$ cat config.mk
export PLATFORM = sky130hd
export DESIGN_NAME = calc_sequencer_flat
export DESIGN_NICKNAME = d
export VERILOG_FILES = /design/src/rtl/calc_sequencer_if.sv /design/src/rtl/calc_sequencer.sv /design/src/flat_wrapper.sv
export SDC_FILE = /design/constraint.sdc
export NUM_CORES = 1
export LEC_CHECK = 0
export CORE_MARGIN = 5
export CORE_UTILIZATION = 57
export DETAILED_ROUTE_END_ITERATION = 6
export PLACE_DENSITY = 0.88
export SKIP_CTS_REPAIR_TIMING = 1
export SYNTH_ARGS = -nofsm -noshare
export SYNTH_HDL_FRONTEND = slang
export SYNTH_SLANG_ARGS = --single-unit
$ cat constraint.sdc
create_clock -name clk -period 8.99 [get_ports clk]
set_input_delay 1.798 -clock clk [delete_from_list [all_inputs] [get_ports clk]]
set_output_delay 1.798 -clock clk [all_outputs]
set_load 0.05 [all_outputs]
$ cat src/rtl/calc_sequencer_if.sv
// Key-strobe and display bundle between the key classifier, calc_sequencer
// and the display driver. The classifier drives the master side.
interface calc_sequencer_if #(
  parameter int RES_W = 15
);
  // key_valid is a one-cycle strobe with no ready/back-pressure: every key
  // field is qualified by key_valid and is consumed on the rising edge where
  // key_valid=1; the sequencer always accepts, so there is no stall path.
  logic             key_valid;
  logic [3:0]       key_pressed;
  logic             is_number;
  logic             is_op;
  logic             is_c;
  logic             is_equ;
  logic [1:0]       operator;
  logic [RES_W-1:0] disp_value;
  logic             disp_neg;
  logic             result_valid;
  logic [1:0]       state;

  modport master (
    output key_valid, key_pressed, is_number, is_op, is_c, is_equ, operator,
    input  disp_value, disp_neg, result_valid, state
  );

  modport slave (
    input  key_valid, key_pressed, is_number, is_op, is_c, is_equ, operator,
    output disp_value, disp_neg, result_valid, state
  );
endinterface

$ cat src/rtl/calc_sequencer.sv
// Keypad calculator sequencer: operand A / operator / operand B / result entry
// with add and magnitude-plus-sign subtract, all outputs registered.
module calc_sequencer #(
  parameter int DIGITS = 4,
  parameter int RES_W  = 15
) (
  input logic            clk,
  input logic            rst_n,
  calc_sequencer_if.slave bus
);

  typedef enum logic [1:0] {
    S_A   = 2'b00,
    S_OP  = 2'b01,
    S_B   = 2'b10,
    S_RES = 2'b11
  } state_t;

  localparam int               MAX_OP_INT = (10 ** DIGITS) - 1;
  localparam logic [RES_W-1:0] MAX_OP     = MAX_OP_INT[RES_W-1:0];
  localparam logic [RES_W-1:0] TEN        = RES_W'(10);
  localparam logic [2:0]       DIGITS_C   = 3'(DIGITS);

  state_t           r_state,  w_state_nxt;
  logic [RES_W-1:0] r_a,      w_a_nxt;
  logic [RES_W-1:0] r_b,      w_b_nxt;
  logic             r_op,     w_op_nxt;
  logic [2:0]       r_cnt,    w_cnt_nxt;
  logic [RES_W-1:0] r_res,    w_res_nxt;
  logic             r_neg,    w_neg_nxt;
  logic [RES_W-1:0] r_disp_value,   w_disp_value_nxt;
  logic             r_disp_neg,     w_disp_neg_nxt;
  logic             r_result_valid, w_result_valid_nxt;

  logic [RES_W-1:0] w_digit;
  logic [RES_W-1:0] w_a_acc;
  logic [RES_W-1:0] w_b_acc;
  logic             w_cnt_ok;
  logic             w_a_ge_b;
  logic [RES_W-1:0] w_sum;
  logic [RES_W-1:0] w_diff;
  logic             w_op_sub;
  logic             w_chain_ok;

  assign w_digit    = {{(RES_W-4){1'b0}}, bus.key_pressed};
  assign w_a_acc    = (r_a * TEN) + w_digit;
  assign w_b_acc    = (r_b * TEN) + w_digit;
  assign w_cnt_ok   = (r_cnt < DIGITS_C);
  assign w_a_ge_b   = (r_a >= r_b);
  assign w_sum      = r_a + r_b;
  // Subtract is kept as magnitude plus sign so nothing ever wraps.
  assign w_diff     = w_a_ge_b ? (r_a - r_b) : (r_b - r_a);
  assign w_op_sub   = (bus.operator == 2'b10);
  assign w_chain_ok = !r_neg && (r_res <= MAX_OP);

  always_ff @(posedge clk or negedge rst_n) begin
    if (!rst_n) begin
      r_state        <= S_A;
      r_a            <= '0;
      r_b            <= '0;
      r_op           <= 1'b0;
      r_cnt          <= '0;
      r_res          <= '0;
      r_neg          <= 1'b0;
      r_disp_value   <= '0;
      r_disp_neg     <= 1'b0;
      r_result_valid <= 1'b0;
    end else begin
      r_state        <= w_state_nxt;
      r_a            <= w_a_nxt;
      r_b            <= w_b_nxt;
      r_op           <= w_op_nxt;
      r_cnt          <= w_cnt_nxt;
      r_res          <= w_res_nxt;
      r_neg          <= w_neg_nxt;
      r_disp_value   <= w_disp_value_nxt;
      r_disp_neg     <= w_disp_neg_nxt;
      r_result_valid <= w_result_valid_nxt;
    end
  end

  always_comb begin
    w_state_nxt        = r_state;
    w_a_nxt            = r_a;
    w_b_nxt            = r_b;
    w_op_nxt           = r_op;
    w_cnt_nxt          = r_cnt;
    w_res_nxt          = r_res;
    w_neg_nxt          = r_neg;
    w_disp_value_nxt   = r_disp_value;
    w_disp_neg_nxt     = r_disp_neg;
    w_result_valid_nxt = 1'b0;

    if (bus.key_valid) begin
      if (bus.is_c) begin
        w_state_nxt      = S_A;
        w_a_nxt          = '0;
        w_b_nxt          = '0;
        w_op_nxt         = 1'b0;
        w_cnt_nxt        = '0;
        w_res_nxt        = '0;
        w_neg_nxt        = 1'b0;
        w_disp_value_nxt = '0;
        w_disp_neg_nxt   = 1'b0;
      end else if (bus.is_equ) begin
        if (r_state == S_B) begin
          w_state_nxt        = S_RES;
          w_res_nxt          = r_op ? w_diff : w_sum;
          w_neg_nxt          = r_op && !w_a_ge_b;
          w_disp_value_nxt   = r_op ? w_diff : w_sum;
          w_disp_neg_nxt     = r_op && !w_a_ge_b;
          w_result_valid_nxt = 1'b1;
        end
      end else if (bus.is_op) begin
        case (r_state)
          S_A, S_OP: begin
            w_op_nxt    = w_op_sub;
            w_state_nxt = S_OP;
          end
          S_RES: begin
            // Chaining only when the result fits as a fresh operand A.
            if (w_chain_ok) begin
              w_a_nxt     = r_res;
              w_op_nxt    = w_op_sub;
              w_state_nxt = S_OP;
            end
          end
          default: ;
        endcase
      end else if (bus.is_number) begin
        case (r_state)
          S_A: begin
            if (w_cnt_ok) begin
              w_a_nxt          = w_a_acc;
              w_cnt_nxt        = r_cnt + 3'd1;
              w_disp_value_nxt = w_a_acc;
            end else begin
              w_disp_value_nxt = r_a;
            end
          end
          S_OP: begin
            w_b_nxt          = w_digit;
            w_cnt_nxt        = 3'd1;
            w_state_nxt      = S_B;
            w_disp_value_nxt = w_digit;
          end
          S_B: begin
            if (w_cnt_ok) begin
              w_b_nxt          = w_b_acc;
              w_cnt_nxt        = r_cnt + 3'd1;
              w_disp_value_nxt = w_b_acc;
            end else begin
              w_disp_value_nxt = r_b;
            end
          end
          S_RES: begin
            w_a_nxt          = w_digit;
            w_cnt_nxt        = 3'd1;
            w_b_nxt          = '0;
            w_neg_nxt        = 1'b0;
            w_state_nxt      = S_A;
            w_disp_value_nxt = w_digit;
            w_disp_neg_nxt   = 1'b0;
          end
          default: ;
        endcase
      end
    end
  end

  assign bus.disp_value   = r_disp_value;
  assign bus.disp_neg     = r_disp_neg;
  assign bus.result_valid = r_result_valid;
  assign bus.state        = r_state;

endmodule

$ cat src/flat_wrapper.sv
// flat-port wrapper written by rule: the top's interface ports become plain ports
module calc_sequencer_flat 
#(
  parameter int DIGITS = 4,
  parameter int RES_W  = 15
)
  (clk, rst_n, bus_key_valid, bus_key_pressed, bus_is_number, bus_is_op, bus_is_c, bus_is_equ, bus_operator, bus_disp_value, bus_disp_neg, bus_result_valid, bus_state);
  calc_sequencer_if #(.RES_W(RES_W)) bus_i ();
  input logic clk;
  input logic rst_n;
  input wire logic [$bits(bus_i.key_valid)-1:0] bus_key_valid;
  input wire logic [$bits(bus_i.key_pressed)-1:0] bus_key_pressed;
  input wire logic [$bits(bus_i.is_number)-1:0] bus_is_number;
  input wire logic [$bits(bus_i.is_op)-1:0] bus_is_op;
  input wire logic [$bits(bus_i.is_c)-1:0] bus_is_c;
  input wire logic [$bits(bus_i.is_equ)-1:0] bus_is_equ;
  input wire logic [$bits(bus_i.operator)-1:0] bus_operator;
  output wire logic [$bits(bus_i.disp_value)-1:0] bus_disp_value;
  output wire logic [$bits(bus_i.disp_neg)-1:0] bus_disp_neg;
  output wire logic [$bits(bus_i.result_valid)-1:0] bus_result_valid;
  output wire logic [$bits(bus_i.state)-1:0] bus_state;
  assign bus_i.key_valid = bus_key_valid;
  assign bus_i.key_pressed = bus_key_pressed;
  assign bus_i.is_number = bus_is_number;
  assign bus_i.is_op = bus_is_op;
  assign bus_i.is_c = bus_is_c;
  assign bus_i.is_equ = bus_is_equ;
  assign bus_i.operator = bus_operator;
  assign bus_disp_value = bus_i.disp_value;
  assign bus_disp_neg = bus_i.disp_neg;
  assign bus_result_valid = bus_i.result_valid;
  assign bus_state = bus_i.state;
  calc_sequencer #(.DIGITS(DIGITS), .RES_W(RES_W)) u_core (.clk(clk), .rst_n(rst_n), .bus(bus_i));
endmodule
# Word level (Yosys, flattened, before mapping)
# Index checks and enable logic that the tools add are counted.
dict set report op_classes {
  eq_ne 14
  reduce_logical 28
  mul 2
  n_lt_le_gt_ge 3
  muxes 53
  n_addsub 6
}
# op n
set op_table {}
lappend op_table {{two-way mux 15 bit} 21}
lappend op_table {{one-hot mux 15 bit (3 select lines)} 2}
lappend op_table {{adder 15 x 4 -> 15 bit} 2}
lappend op_table {{multiplier 15 x 3 -> 14 bit, second input constant} 2}
lappend op_table {{one-hot mux 15 bit (2 select lines)} 1}
lappend op_table {{subtractor 15 bit} 2}
lappend op_table {{AND reduction 5 bit} 4}
lappend op_table {{adder 15 bit} 1}
lappend op_table {{>= comparator 15 bit} 1}
lappend op_table {{<= comparator 15 x 14 -> 1 bit, second input constant} 1}
lappend op_table {{two-way mux 3 bit} 5}
lappend op_table {{nonzero test 3 bit} 5}
lappend op_table {{two-way mux 1 bit} 14}
lappend op_table {{two-way mux 2 bit} 6}
lappend op_table {{inequality test 3 x 1 -> 1 bit, second input constant} 4}
lappend op_table {{AND reduction 6 bit} 2}
lappend op_table {{one-hot mux 2 bit (2 select lines)} 2}
lappend op_table {{nonzero test 2 bit} 4}
lappend op_table {{nonzero test 4 bit} 2}
lappend op_table {{equality test 2 bit, second input constant} 3}
lappend op_table {{inequality test 3 x 2 -> 1 bit, second input constant} 2}
lappend op_table {{one-hot mux 3 bit (2 select lines)} 1}
lappend op_table {{OR reduction 2 bit} 3}
lappend op_table {{inequality test 5 x 1 -> 1 bit, second input constant} 1}
lappend op_table {{other kinds (13)} 15}
dict set report totals {
  in_bits 13
  output_inout_bits 19
  reg_bits 68
  wordCells 115
}

# Depth between registers and ports, before layout
dict set report depth {
  depth_word 8
  mapped_depth 13
  ltp_nobuf 13
}

# Worst setup path before layout
# OpenSTA, ideal clock, no wires.
dict set report synth_timing {
  path_kind {input port to flip-flop}
  from {input bus_key_pressed[2]}
  to {register u_core.r_disp_value[10] (netlist: u_core.bus.disp_value[10])}
  path_buffers 0
  path_slack_ns 5.192
  t_arrival_ns 3.672
  cell_stages 10
  t_required_ns 8.864
  setup_time_ns 0.126
  path_cell_list {ha_1 a21o_1 a21oi_1 nor2b_1 and3_1 and3_1 xnor2_1 mux2_2 a21o_1 a221o_1}
}
dict set report synth_between {
  elab_chain_cells 7
}
# item line
set synth_rtl {}
lappend synth_rtl {{start: declaration} flat_wrapper.sv:12} ;# input wire logic [$bits(bus_i.key_pressed)-1:0] bus_key_pressed;
lappend synth_rtl {{adder 15 x 4 -> 15 bit, on equally long branches} {calc_sequencer.sv:47, calc_sequencer.sv:46}}
lappend synth_rtl {{two-way mux 15 bit, on equally long branches} n/a}
lappend synth_rtl {{one-hot mux 15 bit (3 select lines) *} calc_sequencer.sv:131} ;# case (r_state)
lappend synth_rtl {{two-way mux 15 bit *} calc_sequencer.sv:130} ;# end else if (bus.is_number) begin
lappend synth_rtl {{two-way mux 15 bit *} calc_sequencer.sv:114} ;# end else if (bus.is_op) begin
lappend synth_rtl {{two-way mux 15 bit *} calc_sequencer.sv:105} ;# end else if (bus.is_equ) begin
lappend synth_rtl {{two-way mux 15 bit *} calc_sequencer.sv:95} ;# if (bus.is_c) begin
lappend synth_rtl {{end signal: assignment} calc_sequencer.sv:76} ;# r_disp_value <= w_disp_value_nxt;
lappend synth_rtl {{end: declaration} calc_sequencer.sv:31} ;# logic [RES_W-1:0] r_disp_value, w_disp_value_nxt;
# Every way passes the cells marked *; elsewhere a longest branch is shown, timed or not. The select of a mux whose other input is x is not followed.
# A chain may end at the register's enable or synchronous reset.

# Worst setup path after layout
dict set report layout_timing {
  from {input bus_key_pressed[2]}
  to {register u_core.r_disp_value[14] (netlist: u_core.bus.disp_value[14])}
}
# The elaborated chain is that of the path after synthesis.

==> reports/results.tsv <==
metric	value	unit
outcome	finished, final reports clean	
synthAdderAreaFrac	17.2	%
setup_tns	0	ps
p_total	1.74	mW
syn-num-nets	1043	
gp_congestion	0.959	
synthTopCellsByCount	nand2_1, ha_1, dfrtp_1	
relSlewSlack	19.7	%
grt_use_total	29.1	%
instances_no_fill	1117	
crit_path_end_kind	flop	
dp_hpwl	17300	um
maxCapViolations	0	
hold_ws	499	ps
synth-edff-count	0	
synthDistinctLibCells	78	
grt_max_degree	69	
yosysMostFrequentCell	nand2_1	
fin_nets	1052	
clock-sinks	68	
final_antenna_net_count	0	
p_per_area	213	nW/um^2
antenna_found_initial	0	
cts_buffers	9	
core	12800	sq um
hp-class	reg -> reg	
die_w	125	um
yosysWarnings	0	
timing.final.crit_share	51.0	%
firstDrtPassIters	6	
syn_avg_cell_area	8.05	sq um
viasPerCell	6.88	
clk_pin_slew	60	ps
startpoint_type	input pin	
antennaDiodeCount	0	
rsz0062_at_grt	no	
num_vias	7686	
cp_max_fo	7	
cts_tree	done	
start_util	58.7	%
synth-xor-area-share	5.14	%
fmaxAchievable	218	MHz
yosys.area.top_type	dfrtp_1	
muxShareOfSynthArea	1.52	%
yosysSeqAreaShare	22.7	%
grt_pass1_vias	7148	
overflow	0	
rows	41	
peakVddDrop	0.000109	V
path_cells	clkdlybuf4s50_1 -> ha_1 -> a21o_1 -> a21oi_1 -> nor3b_1 -> nand4_1 -> and4bb_1 -> xor2_1 -> nor3_1 -> o31ai_1 -> o211ai_1	
max_slew.worst_pin.slew	1200	ps
drt-total-wl	23300	um
critPathKind	in -> reg	
port_buffers	31	
dp_slack	4240	ps
die_h	125	um
design.die.area	15500	sq um
synth.area.top_cells	dfrtp_1, ha_1, nand2_1, o21ai_0, a21oi_1	
cts_buffer_depth	2	
synth_top_area_share	22.7	%
regToRegSetupSlack	4950	ps
required	9180	ps
setup_slack	4400	ps
ys_ff_latch	68	
setup_viol	0	
power.leakage	3.86	nW
cts_root_buffer	clkbuf_16	
synth_simple_gate_area_share	19.5	%
cp_slowest_cell	clkdlybuf4s50_1	
syn-instance-count	931	
netlist_area	7490	sq um
grt_pass1_wl	37300	um
areaGrowthSynthToFinish	9.43	%
drv_slew	0	
max_stage_delay	580	ps
synth_top_family_by_area	compound AO/OA/AOI/OAI gates	
async_flop_share	100	%
placed_cells	1101	
synth-main-ff-cell	dfrtp_1	
hold_viol_final	0	
htree_levels	3	
clock_skew	6.49	ps
routedWlPerCell	20.9	um
fin_crit	4590	ps
drt_iter0_markers	1207	
drive_above_1_share	4.76	%
cp_data_arrival_time	4780	ps
worstSkewPairLatency	340	ps
drc	0	
synth_compound_area_share	28.6	%
io_pins	32	
metrics by stage:
step	util, %	instance area, sq um
6_report	64.2	8200
5_1_grt	64.2	8200
4_1_cts	64.2	8200
3_5_place_dp	61.8	7900
3_3_place_gp	61.8	7900
2_1_floorplan	-	7490
layer usage:
layer / up-vias / GRT usage [%] / routed length, um
met5: - / 0 / 0
met4: 0 / 10.8 / 948
met3: 113 / 6.86 / 3270
met2: 596 / 45.8 / 10300
met1: 3550 / 39.0 / 8780
li1: 3427 / - / -
cells in the final DEF (no fill, tap or decap), types with 6 or more instances in the layout:
master           netlist  layout
nand2b_1              11      11
nand4_1                6       6
ha_1                  92      92
a21oi_1               58      58
clkdlybuf4s50_1        0      30
o21bai_1               7       7
o211ai_1              12      12
inv_1                 54      54
a31oi_1               13      13
nand3_1               24      24
and2_1                 7       7
dfrtp_1               68      67
o21ai_0               64      63
mux2i_1                8       8
xor2_1                11      11
o21a_1                11      11
buf_4                  0       9
a22o_1                11      11
a22oi_1               12      12
clkbuf_16              0       9
nor3b_1                9       9
a221oi_1              10      10
o31ai_1               18      18
nor2b_1               18      18
fa_1                   7       7
a21o_1                24      24
a211oi_1              15      15
nor3_1                18      18
nand2_1              104     104
nor2_1                59      59
o21ai_1                9       9
xnor2_1               33      33
and3_1                11      11
kinds of logic after synthesis:
kind of cell,Yosys count
simple gates,297
compound gates,314
mux,11
xor+xnor,44
fa+ha+maj,99
flops,68
buf+inv,98
layout make-up:
cell class,instances,area [sq um]
Tap cell,172,215
Clock buffer,9,225
Clock inverter,7,76.3
Fill cell,1008,4570
Inverter,56,210
Timing Repair Buffer,40,373
Sequential cell,68,1700
Multi-Input combinational cell,765,5400
path summary, 6_finish.rpt:
path	from	endpoint	depth (start not counted)
worst min register to register	u_core.bus.disp_value[1]$_DFFE_PN0P_	u_core.bus.disp_value[1]$_DFFE_PN0P_	2
worst min-delay path	u_core.bus.disp_value[1]$_DFFE_PN0P_	u_core.bus.disp_value[1]$_DFFE_PN0P_	2
worst max register to register	u_core.bus.state[1]$_DFFE_PN0P_	u_core.bus.disp_value[4]$_DFFE_PN0P_	8
max in group asynchronous	rst_n	u_core.r_cnt[2]$_DFFE_PN0P_	2
worst max-delay path	bus_key_pressed[2]	u_core.bus.disp_value[14]$_DFFE_PN0P_	11
min in group asynchronous	rst_n	u_core.bus.result_valid$_DFF_PN0_	2
critical path, delay by kind of cell:
kind                     cells  cell delay (ps)
buffers and inverters        1              580
AND/OR/NAND/NOR              4             1170
adder cells (fa/ha/maj)      1              370
XOR/XNOR                     1              210
AO/OA/AOI/OAI                4              660
power breakdown:
part	internal (mW)	switching, mW	total, mW
registers	0.338	0.0738	0.412
logic	0.364	0.606	0.970
clock network	0.216	0.146	0.362
total	0.918	0.826	1.74
state kept, by name (all words and copies together), names as in the netlist:
signal                   flops
u_core.bus.disp_value       15
u_core.r_a                  15
u_core.r_b                  15
u_core.r_res                15
u_core.r_cnt                 3
u_core.bus.state             2
u_core.bus.result_valid      1
u_core.r_neg                 1
u_core.r_op                  1
No activity file was read; power rests on OpenSTA's default activity.
